File: src/rtl/logic_op_pkg.sv
// Shared definitions for the pipelined bitwise logic-function block:
// the op-select field width and the eight function codes.
package logic_op_pkg;

  localparam int unsigned OP_W = 3;

  typedef enum logic [OP_W-1:0] {
    OP_AND  = 3'd0,
    OP_OR   = 3'd1,
    OP_XOR  = 3'd2,
    OP_NAND = 3'd3,
    OP_NOR  = 3'd4,
    OP_XNOR = 3'd5,
    OP_NOT  = 3'd6,
    OP_PASS = 3'd7
  } op_e;

endpackage

File: src/rtl/logic_op_stage.sv
// One valid/data register slice. Loads when empty or when its current contents
// leave in the same cycle; ready ripples combinationally from downstream.
module logic_op_stage #(
  parameter int unsigned DW = 10
) (
  input  logic          clk,
  input  logic          rst_n,
  input  logic          in_valid_i,
  input  logic [DW-1:0] in_data_i,
  output logic          in_ready_o,
  output logic          out_valid_o,
  output logic [DW-1:0] out_data_o,
  input  logic          out_ready_i
);

  logic          valid_q, valid_d;
  logic [DW-1:0] data_q, data_d;
  logic          load;

  always_comb begin
    in_ready_o = !valid_q || out_ready_i;
    load       = in_valid_i && in_ready_o;
    valid_d    = valid_q;
    data_d     = data_q;
    if (load) begin
      valid_d = 1'b1;
      data_d  = in_data_i;
    end else if (out_ready_i) begin
      valid_d = 1'b0;
    end
  end

  always_ff @(posedge clk or negedge rst_n) begin
    if (!rst_n) begin
      valid_q <= 1'b0;
      data_q  <= '0;
    end else begin
      valid_q <= valid_d;
      data_q  <= data_d;
    end
  end

  assign out_valid_o = valid_q;
  assign out_data_o  = data_q;

endmodule

File: src/rtl/logic_op_pipe.sv
// Pipelined bitwise logic unit: per-transaction function select, STAGES-deep
// valid/ready pipeline carrying result plus zero/ones flags, saturating counter.
module logic_op_pipe
  import logic_op_pkg::*;
#(
  parameter int unsigned WIDTH  = 8,
  parameter int unsigned STAGES = 2,
  parameter int unsigned CNT_W  = 16
) (
  input  logic             clk,
  input  logic             rst_n,
  input  logic             in_valid,
  output logic             in_ready,
  input  logic [OP_W-1:0]  op,
  input  logic [WIDTH-1:0] a,
  input  logic [WIDTH-1:0] b,
  output logic             out_valid,
  input  logic             out_ready,
  output logic [WIDTH-1:0] y,
  output logic             zero,
  output logic             ones,
  output logic [CNT_W-1:0] xfer_cnt
);

  localparam int unsigned DW = WIDTH + 2;

  logic [WIDTH-1:0] res;
  logic             res_zero, res_ones;

  always_comb begin
    res = a;
    case (op_e'(op))
      OP_AND:  res = a & b;
      OP_OR:   res = a | b;
      OP_XOR:  res = a ^ b;
      OP_NAND: res = ~(a & b);
      OP_NOR:  res = ~(a | b);
      OP_XNOR: res = ~(a ^ b);
      OP_NOT:  res = ~a;
      OP_PASS: res = a;
      default: res = a;
    endcase
    res_zero = ~|res;
    res_ones = &res;
  end

  // Flags travel with the data so they stay aligned under backpressure.
  logic [STAGES:0] st_valid;
  logic [STAGES:0] st_ready;
  logic [DW-1:0]   st_data [STAGES+1];

  assign st_valid[0]      = in_valid;
  assign st_data[0]       = {res_ones, res_zero, res};
  assign st_ready[STAGES] = out_ready;

  for (genvar k = 0; k < STAGES; k++) begin : g_stage
    logic_op_stage #(
      .DW(DW)
    ) u_stage (
      .clk         (clk),
      .rst_n       (rst_n),
      .in_valid_i  (st_valid[k]),
      .in_data_i   (st_data[k]),
      .in_ready_o  (st_ready[k]),
      .out_valid_o (st_valid[k+1]),
      .out_data_o  (st_data[k+1]),
      .out_ready_i (st_ready[k+1])
    );
  end

  // Empty slices would report ready during reset; hold the source off instead.
  assign in_ready  = rst_n && st_ready[0];
  assign out_valid = st_valid[STAGES];
  assign {ones, zero, y} = st_data[STAGES];

  logic [CNT_W-1:0] cnt_q, cnt_d;
  logic             accept;

  always_comb begin
    accept = in_valid && in_ready;
    cnt_d  = cnt_q;
    if (accept && (cnt_q != '1)) begin
      cnt_d = cnt_q + CNT_W'(1);
    end
  end

  always_ff @(posedge clk or negedge rst_n) begin
    if (!rst_n) begin
      cnt_q <= '0;
    end else begin
      cnt_q <= cnt_d;
    end
  end

  assign xfer_cnt = cnt_q;

endmodule

File: config.mk
export PLATFORM = sky130hd
export DESIGN_NAME = logic_op_pipe
export DESIGN_NICKNAME = d
export VERILOG_FILES = /design/src/rtl/logic_op_pkg.sv /design/src/rtl/logic_op_stage.sv /design/src/rtl/logic_op_pipe.sv
export SDC_FILE = /design/constraint.sdc
export NUM_CORES = 1
export LEC_CHECK = 0
export ABC_AREA = 1
export BUFFER_PORTS_ARGS = -buffer_cell sky130_fd_sc_hd__buf_2
export CORE_MARGIN = 5
export CORE_UTILIZATION = 55
export DETAILED_ROUTE_END_ITERATION = 16
export PLACE_DENSITY = 0.79
export SLEW_MARGIN = 10
export SYNTH_ARGS = -nofsm -noshare
export SYNTH_HDL_FRONTEND = slang
export SYNTH_SLANG_ARGS = --single-unit
File: constraint.sdc
create_clock -name clk -period 4.05 [get_ports clk]
set_clock_uncertainty 0.15 [all_clocks]
set_input_delay 0.81 -clock clk [delete_from_list [all_inputs] [get_ports clk]]
set_output_delay 0.81 -clock clk [all_outputs]
set_load 0.05 [all_outputs]
* After elaboration in Yosys (flattened, before gate mapping)
Cells that the tools add are included.
Storage, ports and cells: flip-flop bits (word level) 38, input bits 23, output and inout port bits 28
Cells by class: add/sub/neg operators 1, equality and inequality tests 8, muxes and demuxes 5, bitwise logic cells 7, reduce and logical (&&, ||, !) cells 15
Operators by type and width (number):
- case mux 8 bit (8 select lines) | 1
- inverter 8 bit | 4
- adder 16 x 1 -> 16 bit (second input constant) | 1
- != test 16 bit (second input constant) | 1
- == test 3 bit (second input constant) | 4
- bitwise AND 8 bit | 1
- OR 8 bit | 1
- AND reduction 8 bit | 1
- OR reduction 8 bit | 1
- bitwise XOR 8 bit | 1
- == test 3 x 2 -> 1 bit (second input constant) | 2
- logical AND 1 bit | 5
- 2-to-1 mux 1 bit | 4
- nonzero test 2 bit | 2
- == test 3 x 1 -> 1 bit (second input constant) | 1
- logical NOT 1 bit | 3
- logical NOT 3 bit | 1
- logical OR 1 bit | 2

* Logic depth before layout (Yosys ltp)
Gate-level depths: netlist of run 1.
depth after elaboration 6, mapped depth 13, gate-level depth less buffers 12

* Cells and area by module
A second synthesis of run 1 with hierarchy kept.
Second synthesis, totals: cell total of the unflattened synthesis 398, area total of the unflattened synthesis 2846.5 sq um
By module, submodules not included:
- logic_op_pipe | instances 1, cells each 302, area an instance 1935.6 sq um, seq. area each 400.4 sq um
- logic_op_stage | instances 2, cells each 48, area an instance 455.4 sq um, seq. area each 275.3 sq um

* Least setup slack after synthesis of run 1
Ideal clock, no wire load.
path kind input port to output port, start in out_ready, end out in_ready, arrival time 1320 ps, slack 1770 ps, stages 4, path buffers 0, path through inv_1 -> nand3_1 -> nand2_1 -> inv_1
Between the ends: longest elaborated chain between the ends 3
RTL lines:
- from (decl) | line logic_op_pipe.sv:18 | input logic out_ready,
- logical OR 1 bit (2 in a row) | line logic_op_stage.sv:21 | in_ready_o = !valid_q || out_ready_i;
- logical AND 1 bit | line logic_op_pipe.sv:72 | assign in_ready = rst_n && st_ready[0];
- to (decl) | line logic_op_pipe.sv:13 | output logic in_ready,
Every way passes these cells.

* Final worst setup path of run 1
start in op[0], end reg g_stage[0].u_stage.data_q[9]
Between the ends: longest elaborated chain between the ends 3, elaborated cells between the ends (all ways) 10, classes of those cells 7 x eq/ne; 1 x mux; 2 x reduce/logical
RTL lines:
- from (decl) | line logic_op_pipe.sv:14 | input logic [OP_W-1:0] op,
- == test 3 bit (tied with other cells) | line logic_op_pipe.sv:32 | case (op_e'(op))
- case mux 8 bit (8 select lines) * | line logic_op_pipe.sv:32
- AND reduction 8 bit * | line logic_op_pipe.sv:44 | res_ones = &res;
- to (signal assigned) | line logic_op_stage.sv:39 | data_q <= data_d;
- to (decl) | line logic_op_stage.sv:17 | logic [DW-1:0] data_q, data_d;
Every way passes the cells marked *; elsewhere a longest branch is shown, timed or not. A chain may end at the register's enable or synchronous reset.

==> metrics, run 1 <==
pwr dens=404 nW/µm²; critical setup path kind=in -> reg; later-pin clock latency in the skew report=0.29 ns; final setup TNS=0 ns; nets@finish=483; number of global-route vias before repair=2407; CTS Buf Count=5; 1st-pass router iterations=5; post-synthesis sequential area ratio=0.338; largest stage delay on the critical path=0.60 ns; synthesis warning total=0; period utilization=0.613; WP data required=4.13 ns; Port Buf Inserts=50; HPWL Detailed=4910 µm; WL per Instance=12.3 µm; Ant. Diodes=0; clock tree buffer depth=2; largest net degree at the start of global routing=39; Via-to-Cell Ratio=5.04; Hold WS=0.330 ns; Mapped Nets=437; Die Area=6650 µm²; Mapped Area=2810 µm²; clock sinks=38; cell count after synthesis=397; status=completed; first-pass GRT wire length=10700 µm; # H-tree levels=2; DRT Wirelength=6300 µm; hold crit path type=reg -> reg; top cell type's share of synthesized area=0.338; final setup fails=0; Final Hold Viols=0; proportion of layout cells with a drive suffix above 1=0.178; Final Core Density=0.627; crit path launch type=primary input; Core Region=5040 µm²; CTS tree=done; Antenna Nets Post-Route=0; Hold-fix buffers, CTS=0; Vias=2590; post-synth top area cell=dfrtp_1; Worst-Margin Slew=0.744 ns; CP max FO=12; RSZ-0062 raised after global routing=false; Crit. End Element=register; #FFs+latches synth=38; Die H=81.5 µm; CTS root buf=clkbuf_8; dominant cells by area after synthesis=dfrtp_1 (34%), nand2_1 (15%), inv_1 (7.6%), ha_1 (7.6%), nand3_1 (5.9%); Yosys cell types=31; Slowest-stage cell, CP=nor2_1; Max Cap Viol=0; fmax=0.403 GHz; GPL Wtd Cong=0.941; postcts setup bufs=0; initial core utilization=0.558; num rows=26; Chip Width=81.5 µm; gr usage total=0.206; leakage=1.85 nW; Slew Viols, Final=0; # DRC=0; fin crit period=2.48 ns; initial antenna violation count=0; cell breakdown of the critical path=buf_2, inv_2, nor2_1, nand2_1, nor2_1, nor2_2, nand3_1, nand2_1, nor2_1, nand3_1, nand2_1; Rel. slew slack=0.502; I/O Pins=51; WP data arrival=2.56 ns; Peak VDD IR=0.000240 V; final global-route overflow total=0; post-cts resize count=0; clk slew on worst S/H paths=0.07 ns; initial DRC count=142; Post-Synthesis Mean Instance Area=7.09 µm²; area growth from synthesis to layout=12.4%
-- synthesized netlist by cell type --
| cell type | n |
|---|---|
| nor2_8 | 1 |
| nand3_2 | 2 |
| nor2_2 | 4 |
| xor2_1 | 8 |
| buf_2 | 2 |
| nand2_4 | 1 |
| ha_1 | 17 |
| and3_1 | 1 |
| nor3_1 | 2 |
| nor2_4 | 1 |
| nand3b_1 | 6 |
| nand4_1 | 14 |
| nor4_1 | 1 |
| mux2_2 | 5 |
| nand3_1 | 33 |
| a21oi_1 | 1 |
| mux2i_1 | 1 |
| clkbuf_1 | 2 |
| o21ai_0 | 22 |
| or2_0 | 1 |
| dfrtp_1 | 38 |
| buf_4 | 4 |
| inv_2 | 3 |
| nor2_1 | 41 |
| o21ai_2 | 1 |
| nor3_2 | 2 |
| nand2_1 | 116 |
| inv_1 | 57 |
| xnor2_1 | 5 |
| buf_6 | 4 |
| o21ai_1 | 1 |
-- cell usage in the layout (no fill, tap or decap) --
cell        count
o21ai_1         1
clkinv_2        1
nor2_1         41
or2_0           1
nor2_4          1
o21ai_0        22
nor4_1          1
nand2_4         1
nand2_1       116
nor2_8          1
inv_1          57
nor2_2          4
nor3_1          2
nand4_1        14
buf_2          50
ha_1           17
nand3_2         2
mux2_2          5
clkinvlp_4      1
nor3_2          2
mux2i_1         1
dfrtp_1        38
clkbuf_8        6
inv_2           3
o21ai_2         1
buf_4           1
xor2_1          8
and3_1          1
nand3b_1        6
a21oi_1         1
nand3_1        33
xnor2_1         5
-- final cells by class --
class / instances / area (µm²)
timing repair buffer: 51 / 258
inverter: 60 / 225
multi-input combinational: 287 / 1550
clock inverter: 2 / 12.5
fill: 445 / 1880
tap: 70 / 87.6
sequential: 38 / 951
clock buffer: 6 / 82.6
-- worst max-delay path: cells and delay by family --
kind                   cells  cell delay [ns]
buffers and inverters      2             0.37
AND/OR/NAND/NOR            9             1.37
-- sequential cells by signal, summed over array words and instances, names as in the netlist --
| signal | flops |
|---|---|
| g_stage.u_stage.out_data_o | 20 |
| xfer_cnt | 16 |
| g_stage.u_stage.out_valid_o | 2 |
-- final timing paths --
| path | from | end | slack, ns | cells past startpoint |
|---|---|---|---|---|
| setup / recovery | op[0] | g_stage[0].u_stage.out_data_o[9] | 1.57 | 11 |
| max in group asynchronous | rst_n | g_stage[0].u_stage.out_data_o[1] | 2.99 | 2 |
| min in group asynchronous | rst_n | xfer_cnt[2] | 0.44 | 2 |
| hold / removal | g_stage[1].u_stage.out_data_o[3] | g_stage[1].u_stage.out_data_o[3] | 0.33 | 2 |
| setup reg to reg | xfer_cnt[0] | xfer_cnt[5] | 2.08 | 8 |
| hold reg to reg | g_stage[1].u_stage.out_data_o[3] | g_stage[1].u_stage.out_data_o[3] | 0.33 | 2 |
-- power breakdown --
part | switching [mW] | leakage, nW | internal [mW]
registers | 0.0535 | 0.494 | 0.451
logic | 0.371 | 1.31 | 0.129
clock network | 0.136 | 0.0472 | 0.137
-- layer usage --
layer | global-route usage | up-vias | part of all wire
met2 | 0.353 | 83 | 0.48
met1 | 0.269 | 1156 | 0.44
li1 | - | 1341 | -
met4 | 0.0591 | 0 | 0.014
met5 | 0 | - | 0
met3 | 0.0296 | 10 | 0.065
-- metrics by stage --
step           instances  total power [mW]  setup WS, ns  area, µm²
4_1_cts              514              1.29          1.58       3160
3_5_place_dp         506              1.02          1.28       3070
5_1_grt              514              1.36          1.38       3160
3_3_place_gp         506              1.00          1.34       3070
6_report             514              1.28          1.57       3160
2_1_floorplan        397             0.888          1.77       2810
-- kinds of logic after synthesis --
family / synth area share
fa+ha+maj: 0.0756
xor+xnor: 0.0405
mux: 0.0236
flops: 0.338
simple gates: 0.364
compound gates: 0.0458
buf+inv: 0.113
No activity file was read; power rests on OpenSTA's default activity.
==> inputs of run 2 (changes only) <==
- CORE_UTILIZATION: 55 -> 51
- PLACE_DENSITY: 0.79 -> 0.77
- clock period: 4.05 -> 2.1 ns (I/O delays scaled with it)
==> metrics, run 2 (synthesis results as in run 1) <==
clk slew on worst S/H paths=0.08 ns (was 0.07 ns); R2R Setup Slk=0.18 ns (was 2.08 ns); WP data required=2.12 ns (was 4.13 ns); num rows=27 (was 26); Antenna Nets Post-Route=0 (unchanged); Final Hold Viols=0 (unchanged); GPL Wtd Cong=0.923 (was 0.941); Max Cap Viol=0 (unchanged); HPWL Detailed=5110 µm (was 4910 µm); met2 WL=3130 µm (was 3010 µm); R2R Path End=xfer_cnt[5] (unchanged); largest net degree at the start of global routing=39 (unchanged); largest stage delay on the critical path=0.43 ns (was 0.60 ns); Crit. End Element=register (unchanged); postcts setup bufs=0 (unchanged); CTS Buf Count=5 (unchanged); 1st-pass router iterations=4 (was 5); WP depth=8 (was 11); number of global-route vias before repair=2620 (was 2407); clock sinks=38 (unchanged); Crit path buffers/inverters=1 (was 2); Core Region=5440 µm² (was 5040 µm²); Crit path max-delay family=simple AND/OR/NAND/NOR gates (unchanged); fin cells=525 (was 514); proportion of layout cells with a drive suffix above 1=0.194 (was 0.178); placed insts=517 (was 506); Hold-fix buffers, CTS=0 (unchanged); clock power share=0.211 (was 0.213); later-pin clock latency in the skew report=0.29 ns (about the same); CP max FO=10 (was 12); commonest non-fill, non-tap cell in the layout=nand2_1 (unchanged); gr usage total=0.188 (was 0.206); Vias=2704 (was 2590); # DRC=0 (unchanged); Peak VDD IR=0.000837 V (was 0.000240 V); fmax=0.522 GHz; min setup slack post-route=0.183 ns (was 1.57 ns); period utilization=0.913; leakage=1.89 nW (was 1.85 nW); initial DRC count=172 (was 142); initial antenna violation count=0 (unchanged); CTS root buf=clkbuf_8 (unchanged); Ant. Diodes=0 (unchanged); switch share=0.435 (was 0.438); cell breakdown of the critical path=ha_1, nand3_1, nor2_1, nand3_1, nand3_2, inv_1, nand2_1, xnor2_1 (was buf_2, inv_2, nor2_1, nand2_1, nor2_1, nor2_2, nand3_1, nand2_1, nor2_1, nand3_1, nand2_1); Final Total Pwr=2.48 mW (was 1.28 mW); CTS tree=done (unchanged); status=completed (unchanged); pwr dens=768 nW/µm² (was 404 nW/µm²); max FFs per register=20 (unchanged); post-cts resize count=0 (unchanged); clock tree buffer depth=2 (unchanged); Crit path top cell by count=nand3_1; Port Buf Inserts=50 (unchanged); Pint=1.40 mW (was 0.718 mW); hold crit path type=in -> async (was reg -> reg); Sequential Power Share=0.393 (was 0.395); most frequent cells in the layout=nand2_1 (116), inv_1 (57), buf_2 (50) (unchanged); Die H=84.3 µm (was 81.5 µm); crit path launch type=register (was primary input); initial core utilization=0.517 (was 0.558); WL per Instance=12.3 µm (about the same); M1 WL=2760 µm (was 2780 µm); # H-tree levels=2 (unchanged); Worst-Margin Slew=0.849 ns (was 0.744 ns); area growth from synthesis to layout=14.9% (was 12.4%); NetSw=1.08 mW (was 0.560 mW); Slowest-stage cell, CP=dfrtp_1 (was nor2_1); WL met3=413 µm (was 411 µm); nets@finish=492 (was 483); R2R cell count=8 (unchanged); fin crit period=1.92 ns; Via-to-Cell Ratio=5.15 (was 5.04); Combinational Power Share=0.396 (was 0.392); first-pass GRT wire length=11300 µm (was 10700 µm); dpl cell area=3140 µm² (was 3070 µm²); pre-CTS WS=-0.0198 ns (was 1.28 ns); I/O Pins=51 (unchanged); final setup fails=0 (unchanged); DR top layer=met4 (unchanged); DRT Wirelength=6440 µm (was 6300 µm); Rel. slew slack=0.432 (was 0.502); RSZ-0062 raised after global routing=false (unchanged); WP data arrival=1.94 ns (was 2.56 ns); final global-route overflow total=0 (unchanged); Chip Width=84.3 µm (was 81.5 µm); Slew Viols, Final=0 (unchanged); Die Area=7100 µm² (was 6650 µm²); Final Core Density=0.594 (was 0.627); Final Cell Area=3230 µm² (was 3160 µm²); critical setup path kind=reg -> reg (was in -> reg); RR Startpoint=xfer_cnt[0] (unchanged)
-- run 2: cell type report --
| cell class | count | area, µm² |
|---|---|---|
| inverters | 60 | 225 |
| clock inverters | 2 | 12.5 |
| clock buffers | 6 | 82.6 |
| flip-flops and latches | 38 | 951 |
| fillers | 506 | 2210 |
| well taps | 72 | 90.1 |
| repair buffers | 60 | 325 |
| multi-input cells | 287 | 1550 |
-- run 2: worst reg2reg max path: stages, from the launching register on --
cell and delay, ns:
dfrtp_1 0.43, ha_1 0.23, nand3_1 0.14, nor2_1 0.09, nand3_1 0.10, nand3_2 0.20
inv_1 0.24, nand2_1 0.09, xnor2_1 0.13
-- run 2: metal layers --
metal,up-vias,global-route usage
met5,-,0
met4,0,0.0599
met3,16,0.0373
met2,96,0.329
met1,1242,0.232
li1,1350,-
-- run 2: how the worst max path moves through the flow --
stage	start	to	slack (ns)
2_1_floorplan	xfer_cnt[0]	xfer_cnt[12]	0.05
3_3_place_gp	op[0]	g_stage[0].u_stage.out_data_o[9]	0.02
3_5_place_dp	op[0]	g_stage[0].u_stage.out_data_o[9]	-0.02
4_1_cts	xfer_cnt[0]	xfer_cnt[5]	0.17
5_1_grt	xfer_cnt[0]	xfer_cnt[11]	0.02
6_report	xfer_cnt[0]	xfer_cnt[5]	0.18
-- run 2: through the flow --
step / hold slack, ns / TNS, ns
6_report: 0.0377 / 0
5_1_grt: 0.0861 / 0
4_1_cts: 0.0502 / 0
3_5_place_dp: 0.319 / -0.0317
3_3_place_gp: 0.314 / 0
2_1_floorplan: -0.0256 / 0
-- run 2: power groups by stage --
| stage | combinational, mW | clock [mW] | sequential [mW] |
|---|---|---|---|
| 5_1_grt | 1.07 | 0.557 | 1.00 |
| 2_1_floorplan | 0.360 | 0 | 1.35 |
| 3_3_place_gp | 0.970 | 0 | 0.985 |
| 4_1_cts | 0.992 | 0.531 | 0.979 |
| 3_5_place_dp | 0.989 | 0 | 0.993 |
| 6_report | 0.982 | 0.523 | 0.976 |
==> inputs of run 3 (changes only) <==
- CORE_UTILIZATION: 51 -> 55
- PLACE_DENSITY: 0.77 -> 0.79
- clock period: 2.1 -> 2.21 ns (I/O delays scaled with it)
==> metrics, run 3 (synthesis results as in run 1) <==
RR Startpoint=xfer_cnt[0] (unchanged); Max Cap Viol=0 (unchanged); initial core utilization=0.558 (was 0.517); fmax=0.528 GHz (was 0.522 GHz); Rel. slew slack=0.660 (was 0.432); commonest non-fill, non-tap cell in the layout=nand2_1 (unchanged); CP startpoint=xfer_cnt[0] (unchanged); final global-route overflow total=0 (unchanged); Crit. End Element=register (unchanged); crit path launch type=register (unchanged); clk slew on worst S/H paths=0.07 ns (was 0.08 ns); proportion of layout cells with a drive suffix above 1=0.191 (was 0.194); nets@finish=490 (was 492); area growth from synthesis to layout=14.2% (was 14.9%); met1 Usage GRT=0.256 (was 0.232); Chip Width=81.5 µm (was 84.3 µm); Final Total Pwr=2.33 mW (was 2.48 mW); Hold-fix buffers, CTS=0 (unchanged); Port Buf Inserts=50 (unchanged); num rows=26 (was 27); multi-input logic area=1550 µm² (unchanged); clock sinks=38 (unchanged); I/O Pins=51 (unchanged); DRT Wirelength=6090 µm (was 6440 µm); number of global-route vias before repair=2470 (was 2620); Worst-Margin Slew=0.509 ns (was 0.849 ns); period utilization=0.856 (was 0.913); Die Area=6650 µm² (was 7100 µm²); R2R cell count=8 (unchanged); WL per Instance=11.7 µm (was 12.3 µm); Antenna Nets Post-Route=0 (unchanged); most frequent cells in the layout=nand2_1 (116), inv_1 (57), buf_2 (50) (unchanged); hold crit path type=in -> async (unchanged); initial antenna violation count=0 (unchanged); critical setup path kind=reg -> reg (unchanged); Final Core Density=0.637 (was 0.594); # H-tree levels=2 (unchanged); status=completed (unchanged); WP data required=2.23 ns (was 2.12 ns); leakage=1.88 nW (was 1.89 nW); Peak VDD IR=0.000443 V (was 0.000837 V); CTS tree=done (unchanged); Vias=2607 (was 2704); postcts setup bufs=0 (unchanged); final setup TNS=0 ns (unchanged); pwr dens=726 nW/µm² (was 768 nW/µm²); GPL Wtd Cong=0.939 (was 0.923); Slew Viols, Final=0 (unchanged); met2 Usage GRT=0.353 (was 0.329); global routing's busiest layer=met2 (unchanged); CP max FO=12 (was 10); R2R Setup Slk=0.32 ns (was 0.18 ns); first-pass GRT wire length=10700 µm (was 11300 µm); fin crit period=1.89 ns (was 1.92 ns); HPWL Detailed=4860 µm (was 5110 µm); gr usage total=0.203 (was 0.188); Worst Setup EP=xfer_cnt[2] (was xfer_cnt[5]); Die H=81.5 µm (was 84.3 µm); final setup fails=0 (unchanged); Ant. Diodes=0 (unchanged); Final Hold Viols=0 (unchanged); later-pin clock latency in the skew report=0.29 ns (about the same); 1st-pass router iterations=4 (unchanged); post-cts resize count=0 (unchanged); Via-to-Cell Ratio=5.00 (was 5.15); fill count=435 (was 506); WP data arrival=1.91 ns (was 1.94 ns); register area=951 µm² (unchanged); largest net degree at the start of global routing=39 (unchanged); CTS Buf Count=5 (unchanged); Core Region=5040 µm² (was 5440 µm²); met3 usage=0.0296 (was 0.0373); clock tree buffer depth=2 (unchanged); RSZ-0062 raised after global routing=false (unchanged); max FFs per register=20 (unchanged); CTS root buf=clkbuf_8 (unchanged); # DRC=0 (unchanged); initial DRC count=103 (was 172); R2R Path End=xfer_cnt[2] (was xfer_cnt[5])
run 3: cell types whose count changed in the layout (fill, tap and decap cells not counted):
cell,before,now
buf_4,10,8
run 3: through the flow:
stage	std cells	setup WS (ns)	hold WS (ns)	area [µm²]
global route	521	0.170	0.109	3210
detailed placement	513	0.175	0.316	3120
floorplan	397	0.156	-0.00359	2810
finish	521	0.318	0.0670	3210
CTS	521	0.301	0.0837	3210
global placement	513	0.229	0.314	3120
run 3: worst min path at each step:
| stage | slack [ns] | endpoint | depth (start not counted) |
|---|---|---|---|
| floorplan | -0.004 | g_stage[0].u_stage.out_data_o[0] | 0 |
| global placement | 0.31 | g_stage[0].u_stage.out_data_o[5] | 2 |
| detailed placement | 0.32 | g_stage[0].u_stage.out_data_o[9] | 2 |
| CTS | 0.08 | xfer_cnt[7] | 2 |
| global route | 0.11 | xfer_cnt[2] | 2 |
| finish | 0.07 | xfer_cnt[5] | 2 |
run 3: critical path, stage by stage, from the launching register on:
cell	delay [ns]
dfrtp_1	0.42
ha_1	0.23
nand3_1	0.13
nor2_1	0.09
nand3_1	0.10
nand3_2	0.20
inv_1	0.24
nand2_1	0.09
xnor2_1	0.13
run 3: metal layers:
layer,share of wire,up-vias
met5,0,-
met4,0.017,0
met3,0.059,9
met2,0.48,70
met1,0.44,1171
li1,-,1357
run 3: power breakdown:
group	leakage [nW]	internal, mW	switching [mW]	total [mW]
Clock	0.0472	0.250	0.235	0.485
Combinational	1.34	0.245	0.678	0.923
Sequential	0.494	0.828	0.0965	0.924
run 3: layout make-up:
cell class | count | area share
flip-flops and latches | 38 | 0.296
clock buffers | 6 | 0.0257
clock inverters | 2 | 0.00389
inverters | 60 | 0.0701
repair buffers | 58 | 0.0965
multi-input cells | 287 | 0.481
well taps | 70 | 0.0272
